--- src/rtl/cp0_unit_if.sv ---
// Pipeline-to-CP0 signal bundle: mfc0/mtc0 access, victim-instruction info,
// interrupt lines, and the exception request/EPC returned to next-PC logic.
interface cp0_unit_if;
    logic [4:0]  A1;
    logic [4:0]  A2;
    logic [31:0] Din;
    logic        We;
    logic [31:0] VPC;
    logic        BDIn;
    logic [4:0]  ExcCodeIn;
    logic [5:0]  HWInt;
    logic        EXLClr;
    logic        Req;
    logic [31:0] EPCOut;
    logic [31:0] Dout;

    modport master (
        output A1, A2, Din, We, VPC, BDIn, ExcCodeIn, HWInt, EXLClr,
        input  Req, EPCOut, Dout
    );

    modport slave (
        input  A1, A2, Din, We, VPC, BDIn, ExcCodeIn, HWInt, EXLClr,
        output Req, EPCOut, Dout
    );
endinterface

--- src/rtl/cp0_unit.sv ---
// Coprocessor 0: SR/Cause/EPC/PRId storage, M-stage interrupt and exception
// detection, and mfc0/mtc0 access.
module cp0_unit #(
    parameter logic [31:0] PRID_VAL   = 32'h20210000,
    parameter logic [31:0] HANDLER_PC = 32'h00004180
) (
    input  logic      clk,
    input  logic      reset,
    cp0_unit_if.slave bus
);
    localparam logic [4:0] REG_SR    = 5'd12;
    localparam logic [4:0] REG_CAUSE = 5'd13;
    localparam logic [4:0] REG_EPC   = 5'd14;
    localparam logic [4:0] REG_PRID  = 5'd15;

    // The handler address is consumed by the next-PC logic, not here.
    logic [31:0] unused_handler_pc;
    assign unused_handler_pc = HANDLER_PC;

    logic [5:0]  im_q, im_d;
    logic        exl_q, exl_d;
    logic        ie_q, ie_d;
    logic        bd_q, bd_d;
    logic [5:0]  ip_q, ip_d;
    logic [4:0]  exc_code_q, exc_code_d;
    logic [31:0] epc_q, epc_d;

    logic [5:0]  irq_pend;
    logic        int_req;
    logic        exc_req;
    logic        req;
    logic [31:0] sr_word;
    logic [31:0] cause_word;
    logic [31:0] dout;

    genvar gi;
    generate
        for (gi = 0; gi < 6; gi++) begin : g_irq
            assign irq_pend[gi] = bus.HWInt[gi] & im_q[gi];
        end
    endgenerate

    assign int_req = ie_q & ~exl_q & (|irq_pend);
    assign exc_req = (bus.ExcCodeIn != 5'd0) & ~exl_q;
    assign req     = int_req | exc_req;

    always_comb begin
        im_d       = im_q;
        exl_d      = exl_q;
        ie_d       = ie_q;
        bd_d       = bd_q;
        exc_code_d = exc_code_q;
        epc_d      = epc_q;
        ip_d       = bus.HWInt;

        if (req) begin
            // Taking the trap swallows any mtc0 or eret in the same cycle.
            exl_d      = 1'b1;
            bd_d       = bus.BDIn;
            epc_d      = bus.BDIn ? (bus.VPC - 32'd4) : bus.VPC;
            exc_code_d = int_req ? 5'd0 : bus.ExcCodeIn;
        end else begin
            if (bus.We && (bus.A2 == REG_SR)) begin
                im_d  = bus.Din[15:10];
                exl_d = bus.Din[1];
                ie_d  = bus.Din[0];
            end
            if (bus.We && (bus.A2 == REG_EPC)) begin
                epc_d = bus.Din;
            end
            // eret wins over an mtc0 SR write on the EXL bit.
            if (bus.EXLClr) begin
                exl_d = 1'b0;
            end
        end
    end

    always_ff @(posedge clk) begin
        if (reset) begin
            im_q       <= 6'd0;
            exl_q      <= 1'b0;
            ie_q       <= 1'b0;
            bd_q       <= 1'b0;
            ip_q       <= 6'd0;
            exc_code_q <= 5'd0;
            epc_q      <= 32'd0;
        end else begin
            im_q       <= im_d;
            exl_q      <= exl_d;
            ie_q       <= ie_d;
            bd_q       <= bd_d;
            ip_q       <= ip_d;
            exc_code_q <= exc_code_d;
            epc_q      <= epc_d;
        end
    end

    assign sr_word    = {16'd0, im_q, 8'd0, exl_q, ie_q};
    assign cause_word = {bd_q, 15'd0, ip_q, 3'd0, exc_code_q, 2'd0};

    always_comb begin
        dout = 32'd0;
        case (bus.A1)
            REG_SR:    dout = sr_word;
            REG_CAUSE: dout = cause_word;
            REG_EPC:   dout = epc_q;
            REG_PRID:  dout = PRID_VAL;
            default:   dout = 32'd0;
        endcase
    end

    assign bus.Req    = req;
    assign bus.EPCOut = epc_q;
    assign bus.Dout   = dout;
endmodule

--- src/flat_wrapper.sv ---
// flat-port wrapper written by rule: the top's interface ports become plain ports
module cp0_unit_flat 
#(
    parameter logic [31:0] PRID_VAL   = 32'h20210000,
    parameter logic [31:0] HANDLER_PC = 32'h00004180
)
  (clk, reset, bus_A1, bus_A2, bus_Din, bus_We, bus_VPC, bus_BDIn, bus_ExcCodeIn, bus_HWInt, bus_EXLClr, bus_Req, bus_EPCOut, bus_Dout);
  cp0_unit_if bus_i ();
  input  logic clk;
  input  logic reset;
  input wire logic [$bits(bus_i.A1)-1:0] bus_A1;
  input wire logic [$bits(bus_i.A2)-1:0] bus_A2;
  input wire logic [$bits(bus_i.Din)-1:0] bus_Din;
  input wire logic [$bits(bus_i.We)-1:0] bus_We;
  input wire logic [$bits(bus_i.VPC)-1:0] bus_VPC;
  input wire logic [$bits(bus_i.BDIn)-1:0] bus_BDIn;
  input wire logic [$bits(bus_i.ExcCodeIn)-1:0] bus_ExcCodeIn;
  input wire logic [$bits(bus_i.HWInt)-1:0] bus_HWInt;
  input wire logic [$bits(bus_i.EXLClr)-1:0] bus_EXLClr;
  output wire logic [$bits(bus_i.Req)-1:0] bus_Req;
  output wire logic [$bits(bus_i.EPCOut)-1:0] bus_EPCOut;
  output wire logic [$bits(bus_i.Dout)-1:0] bus_Dout;
  assign bus_i.A1 = bus_A1;
  assign bus_i.A2 = bus_A2;
  assign bus_i.Din = bus_Din;
  assign bus_i.We = bus_We;
  assign bus_i.VPC = bus_VPC;
  assign bus_i.BDIn = bus_BDIn;
  assign bus_i.ExcCodeIn = bus_ExcCodeIn;
  assign bus_i.HWInt = bus_HWInt;
  assign bus_i.EXLClr = bus_EXLClr;
  assign bus_Req = bus_i.Req;
  assign bus_EPCOut = bus_i.EPCOut;
  assign bus_Dout = bus_i.Dout;
  cp0_unit #(.PRID_VAL(PRID_VAL), .HANDLER_PC(HANDLER_PC)) u_core (.clk(clk), .reset(reset), .bus(bus_i));
endmodule
--- config.mk ---
export PLATFORM = sky130hd
export DESIGN_NAME = cp0_unit_flat
export DESIGN_NICKNAME = d
export VERILOG_FILES = /design/src/rtl/cp0_unit_if.sv /design/src/rtl/cp0_unit.sv /design/src/flat_wrapper.sv
export SDC_FILE = /design/constraint.sdc
export NUM_CORES = 1
export LEC_CHECK = 0
export CORE_MARGIN = 1
export CORE_UTILIZATION = 61
export DETAILED_ROUTE_END_ITERATION = 10
export DONT_BUFFER_PORTS = 1
export PLACE_DENSITY = 0.86
export REMOVE_ABC_BUFFERS = 1
export SLEW_MARGIN = 20
export SYNTH_ARGS = -nofsm -noshare
export SYNTH_HDL_FRONTEND = slang
export SYNTH_SLANG_ARGS = --single-unit
--- constraint.sdc ---
create_clock -name clk -period 2.3 [get_ports clk]
set_input_delay 0.23 -clock clk [delete_from_list [all_inputs] [get_ports clk]]
set_output_delay 0.23 -clock clk [all_outputs]
set_load 0.05 [all_outputs]
**Yosys cells after proc, flatten, opt, wreduce, memory -nomap -nowiden**

Index checks and enable logic that the tools add are counted.

- Register bits: 52
- Input port bits: 90
- Output and inout bits: 65
- Logic and storage cells: 41

- Add/sub/neg operators: 1
- Equal/unequal tests: 6
- Mux-type cells: 8
- Bitwise operators: 12
- Reduce and logical (&&, ||, !) cells: 7

Operators by type and width:

| cell | count |
|---|---|
| case mux 32 bit (4 select lines) | 1 |
| two-way mux 32 bit | 3 |
| subtractor 32 x 3 -> 32 bit (second input constant) | 1 |
| equality test 5 x 4 -> 1 bit (second input constant) | 6 |
| AND 1 bit | 9 |
| OR reduction 6 bit | 1 |
| two-way mux 5 bit | 1 |
| nonzero test 5 bit | 1 |
| two-way mux 1 bit | 3 |
| nonzero test 3 bit | 1 |
| logical AND 1 bit | 2 |
| inverter 1 bit | 2 |
| AND reduction 2 bit | 1 |
| nonzero test 2 bit | 1 |
| bitwise OR 1 bit | 1 |

**Longest topological paths before layout**

- Depth in word-level cells: 6
- Gate-level depth with buffers: 8
- Gate-level depth less buffers: 6

**Worst setup path after synthesis**

Ideal clock, no wire load.

- Kind: flip-flop to flip-flop
- Start: register u_core.exl_q
- End: register u_core.epc_q[27], in the netlist u_core.bus.EPCOut[27]
- Library setup time: 74 ps
- Data arrival time: 2113 ps
- Required time: 2226 ps
- Path slack: 112 ps
- Cell stages (with the launch flop): 9
- Buffers on the path: 3
- Period minus slack after synthesis: 2188 ps
- Cell sequence: dfxtp_1 > clkbuf_1 > inv_1 > o41a_1 > clkbuf_1 > nor2_2 > clkinv_1 > clkbuf_1 > a31oi_1

- Word-level cells in the longest chain between the ends: 5
- Elaborated cells between the ends (all ways): 7
- Those cells by class: mux: 1; bitwise: 5; reduce/logical: 1

Ends and longest elaborated chain:

| item | line | RTL |
|---|---|---|
| start: declaration | cp0_unit.sv:21 | `logic exl_q, exl_d;` |
| start signal: assignment | cp0_unit.sv:89 | `exl_q <= exl_d;` |
| inverter 1 bit * | cp0_unit.sv:43, cp0_unit.sv:44 |  |
| AND 1 bit (2 in a row) | cp0_unit.sv:43 | `assign int_req = ie_q & ~exl_q & (\|irq_pend);` |
| bitwise OR 1 bit * | cp0_unit.sv:45 | `assign req = int_req \| exc_req;` |
| via bus_Req | flat_wrapper.sv:20 | `output wire logic [$bits(bus_i.Req)-1:0] bus_Req;` |
| two-way mux 32 bit / nonzero test 2 bit (equally long branches) | -- |  |
| end signal: assignment | cp0_unit.sv:94 | `epc_q <= epc_d;` |
| end: declaration | cp0_unit.sv:26 | `logic [31:0] epc_q, epc_d;` |

Mark *: on every way through the listed nets, which the timed path passes. The rest lies on a longest branch.
A chain may end at the register's enable or synchronous reset.

**Final worst setup path**

- Start: register u_core.exl_q
- End: output bus_Req

- Word-level cells in the longest chain between the ends: 4
- Elaborated cells between the ends (all ways): 5
- Those cells by class: bitwise: 5

Ends and longest elaborated chain:

| item | line |
|---|---|
| inverter 1 bit * | cp0_unit.sv:43, cp0_unit.sv:44 |
| AND 1 bit (2 in a row) | cp0_unit.sv:43 |
| bitwise OR 1 bit * | cp0_unit.sv:45 |
| end: declaration | flat_wrapper.sv:20 |

Mark *: on every way between the ends. The rest lies on a longest branch, timed or not.

==> tab_implementation.tex <==
\begin{tabular}{lr}
\hline
Metric & Value \\
\hline
\multicolumn{2}{l}{\textbf{Die}} \\
\quad Number of top-level pins & 155 \\
\quad Overall die height & 78.6 um \\
\quad Die Wd & 78.6 um \\
\quad Std-Cell Core Area & 5570 um\^{}2 \\
\quad Placement Rows & 27 \\
\quad Starting Density & approximately 64\% \\
\quad Die Footprint & 6170 um\^{}2 \\
\multicolumn{2}{l}{\textbf{Clock network}} \\
\quad Clock input transition at the sequential cells of the worst setup and hold paths & about 0.10 ns \\
\quad Total setup buffers inserted after CTS & 0 \\
\quad Count of cells resized by post-cts repair & 0 \\
\quad H-tree depth reported by CTS & 2 \\
\quad Root buffer selected by CTS & clkbuf\_8 \\
\quad Maximum buffer depth of the clock tree & 2 \\
\quad Clock tree from TritonCTS & yes \\
\quad Sink count of the clock tree & 52 \\
\quad Num CTS Buffers & 5 \\
\quad Clk Latency, worst-skew pair & between 0.3 and 0.4 ns \\
\multicolumn{2}{l}{\textbf{Yosys}} \\
\quad Cell accounting for the most synthesized area & dfxtp\_1 \\
\quad Count of synthesis-stage warnings from yosys & 0 \\
\quad Top post-synthesis cells by area & dfxtp\_1 29\%, o31a\_1 6.1\%, nor4b\_1 5.9\% \\
\quad Sequential fraction of the synthesis area & 29.1\% \\
\quad Xor and xnor fraction of the mapped netlist area & under 10\% \\
\quad Simple-gate portion of the synthesized area & 28.2\% \\
\quad Count of distinct cell types in the synthesized netlist & 50 \\
\quad Most used flip-flop cell after synthesis & dfxtp\_1 \\
\quad Flip-flop and latch count after synthesis & 52 \\
\quad Count of flip-flops with a built-in enable after synthesis & 0 \\
\quad Mean cell area of the mapped netlist & 8.48 um\^{}2 \\
\quad Share of the synthesized area in the top cell type & 29.1\% \\
\quad Fraction of registers with async set or reset after synthesis & 0\% \\
\quad Gate Count Post-Synth & 422 \\
\quad Adder and majority gate portion of the synthesized area & 0.350\% \\
\quad Total standard cell area after synthesis & about 3600 um\^{}2 \\
\quad Multiplexer share of the synthesized area & roughly 4.2\% \\
\quad Dominant combinational cell family by area after synthesis & compound AO/OA/AOI/OAI gates \\
\quad Area fraction in compound gates after synthesis & roughly 30\% \\
\multicolumn{2}{l}{\textbf{Detailed routing}} \\
\quad Routed Wire Length & 11700 um \\
\quad Overall via count from detail\_route & 3850 \\
\quad ANT nets after route & 0 \\
\quad Average wire per standard cell & around 23 um \\
\quad Count of unresolved DRC violations after routing & 0 \\
\quad Number of optimization iterations in the first detailed-route pass & 5 \\
\quad Vias/cell & between 7 and 8 \\
\quad Starting DRC count in detailed routing & 392 \\
\multicolumn{2}{l}{\textbf{Setup path}} \\
\quad Reg2reg path depth & 6 \\
\quad Worst setup path startpoint & u\_core.exl\_q\$\_SDFFE\_PP0P\_ \\
\quad Critical register-to-register path endpoint & u\_core.bus.EPCOut[10]\$\_SDFFE\_PP0P\_ \\
\quad Crit path arrival time & 2.00 ns \\
\quad Cells along the critical path & inv\_1, o41a\_1, nor2\_2, clkinv\_1, buf\_4 \\
\quad Family with the most delay on the worst path & buffers and inverters \\
\quad Critical path endpoint & bus\_Req \\
\quad RR Startpoint & u\_core.exl\_q\$\_SDFFE\_PP0P\_ \\
\quad Slowest cell on the critical path & dfxtp\_1 \\
\quad Crit path largest cell delay & 0.57 ns \\
\quad Critical path type & register to output port \\
\quad Critical path fanouts, max & 10 \\
\quad Capturing element type of the critical path & output port \\
\quad CP required & 2.07 ns \\
\quad Buf/Inv on CP & 3 \\
\quad Type of element launching the critical path & register \\
\quad Worst setup slack for register-to-register paths & 0.27 ns \\
\quad Critical path depth in cells & 5 \\
\multicolumn{2}{l}{\textbf{Final layout}} \\
\quad NumNets Final & 536 \\
\quad Antenna Cells & 0 \\
\quad Commonest cells after routing, fill and taps aside & 52 x dfxtp\_1, 34 x buf\_4, 25 x o31a\_1 \\
\quad Most common cell after layout, fill and taps aside & dfxtp\_1 \\
\quad Summed area of non-filler cells in the final layout & 4360 um\^{}2 \\
\quad Layout overhead on the synthesized area & 21.8\% \\
\quad Ratio of cells with drive above 1 in the final layout & 17.9\% \\
\multicolumn{2}{l}{\textbf{Status}} \\
\quad Result of the run & completed \\
\multicolumn{2}{l}{\textbf{Power}} \\
\quad Power Density & 513 nW/um\^{}2 \\
\quad Static power due to leakage & 1.41 nW \\
\quad Maximum resistive drop on vdd & 0.337 mV \\
\multicolumn{2}{l}{\textbf{Place}} \\
\quad Standard cell area after detailed placement & around 4200 um\^{}2 \\
\quad HPWL Detailed & 8310 um \\
\quad Number of buffers inserted by port buffering & 0 \\
\quad RePlAce Congestion & 0.884 \\
\quad Post-placement worst setup slack & 0.0334 ns \\
\multicolumn{2}{l}{\textbf{STA}} \\
\quad Final number of hold-violating endpoints & 0 \\
\quad Slew margin rel. & 30.2\% \\
\quad Maximum achievable frequency & 0.449 GHz \\
\quad Slew Viols, Final & 0 \\
\quad Min cycle time layout & 2.23 ns \\
\quad Layout Skew & 0.0101 ns \\
\quad Final-report setup violation count & 0 \\
\quad Final worst setup slack & 0.0711 ns \\
\quad Final clock period utilization by the worst path & approximately 97\% \\
\quad Slew at the pin closest to its max-slew limit & between 1 and 1.5 ns \\
\multicolumn{2}{l}{\textbf{Flow run}} \\
\quad Max cap viols & 0 \\
\multicolumn{2}{l}{\textbf{GRT}} \\
\quad Pin count of the biggest net entering global routing & 53 \\
\quad Number of antenna violations at the first check in global routing & 0 \\
\quad Global-route wire length before repair & 17800 um \\
\quad GR Util All Layers & 36.6\% \\
\quad Final global-route overflow total & 0 \\
\quad Via count of the first global-routing pass & 3590 \\
\multicolumn{2}{l}{\textbf{Min path}} \\
\quad Worst hold path type & input pin to register \\
\hline
\end{tabular}
## routing by layer
metal	up-vias	GRT usage [%]	share of wire, %
met1	1831	42.6	37
met3	33	8.95	9.9
met2	252	63.9	50
met5	-	0	0
met4	0	14.6	2.5
li1	1734	-	-
## logic make-up after synthesis
family | after synthesis
AOI/OAI and AO/OA | 138
xor gates and xnor gates | 10
adders and majority gates | 1
buffers and inverters | 52
DFF | 52
muxes | 15
and+or+nand+nor | 154
## area by class of cell
cell class | instances | area (um^2)
multi-input combinational | 318 | 2330
inverter | 7 | 26.3
clock buffer | 5 | 68.8
clock inverter | 3 | 42.5
sequential | 52 | 1040
tap | 72 | 90.1
fill | 390 | 1220
timing repair buffer | 61 | 756
## cells in the mapped netlist (4+ instances only)
cell type / n
inv_1: 6
xor2_1: 8
o31ai_1: 12
o21ai_0: 4
nor3_1: 5
nor2_1: 7
clkbuf_1: 42
or3b_2: 5
nand2_1: 20
dfxtp_1: 52
mux2i_1: 15
nor2b_1: 7
and2_1: 16
nor4b_1: 24
a21oi_1: 7
o21a_1: 6
nand4_1: 4
a31oi_1: 15
nand3_1: 9
or2_2: 4
o2bb2ai_1: 6
a22oi_1: 8
a211oi_1: 21
or4_1: 14
nor4_1: 16
or3_1: 11
o31a_1: 25
o41ai_1: 17
a22o_1: 9
## where the power goes
group          switching (mW)  total, mW  internal, mW  leakage [nW]
Clock                   0.315      0.638         0.323        0.0541
Combinational           0.227      0.404         0.177         0.930
Sequential              0.225       1.19         0.968         0.431
## flip-flops by register name (all words and copies together), names as in the netlist
register / count
u_core.im_q: 6
u_core.exc_code_q: 5
u_core.bd_q: 1
u_core.ie_q: 1
u_core.exl_q: 1
u_core.bus.EPCOut: 32
u_core.ip_q: 6
## repair_timing
item | in CTS | in global routing
hold endpoints to repair | 26 | 1
setup endpoints to repair | 0 | 0
hold buffers | 3 | 1
## worst reg2reg max path: stages, from the launching register on
cell and delay [ns]:
dfxtp_1 0.57, inv_1 0.26, o41a_1 0.22, nor2_2 0.16
clkinv_1 0.22, buf_4 0.26, a211oi_1 0.25
## metrics by stage
stage               std cells  setup TNS, ns  hold WS, ns  util [%]  power, mW
floorplan                 377         -19.71        0.299         -       1.47
global route              518       -0.00325       0.0453      78.1       2.30
finish                    518              0       0.0448      78.1       2.23
global placement          506              0        0.303      75.4       1.58
detailed placement        506              0        0.306      75.4       1.59
CTS                       517              0      0.00229      78.0       2.22
## how the worst min path moves through the flow
stage | startpoint | endpoint | slack, ns | depth (start not counted)
after global placement | reset | u_core.exc_code_q[2]$_SDFFE_PP0N_ | 0.30 | 1
after CTS | reset | u_core.bus.EPCOut[10]$_SDFFE_PP0P_ | 0.002 | 1
after detailed placement | reset | u_core.exc_code_q[0]$_SDFFE_PP0N_ | 0.31 | 1
final | bus_HWInt[2] | u_core.ip_q[2]$_SDFF_PP0_ | 0.04 | 1
after global routing | bus_HWInt[2] | u_core.ip_q[2]$_SDFF_PP0_ | 0.05 | 1
after floorplan | reset | u_core.exc_code_q[0]$_SDFFE_PP0N_ | 0.30 | 1
Power figures use the tool's default switching activity.
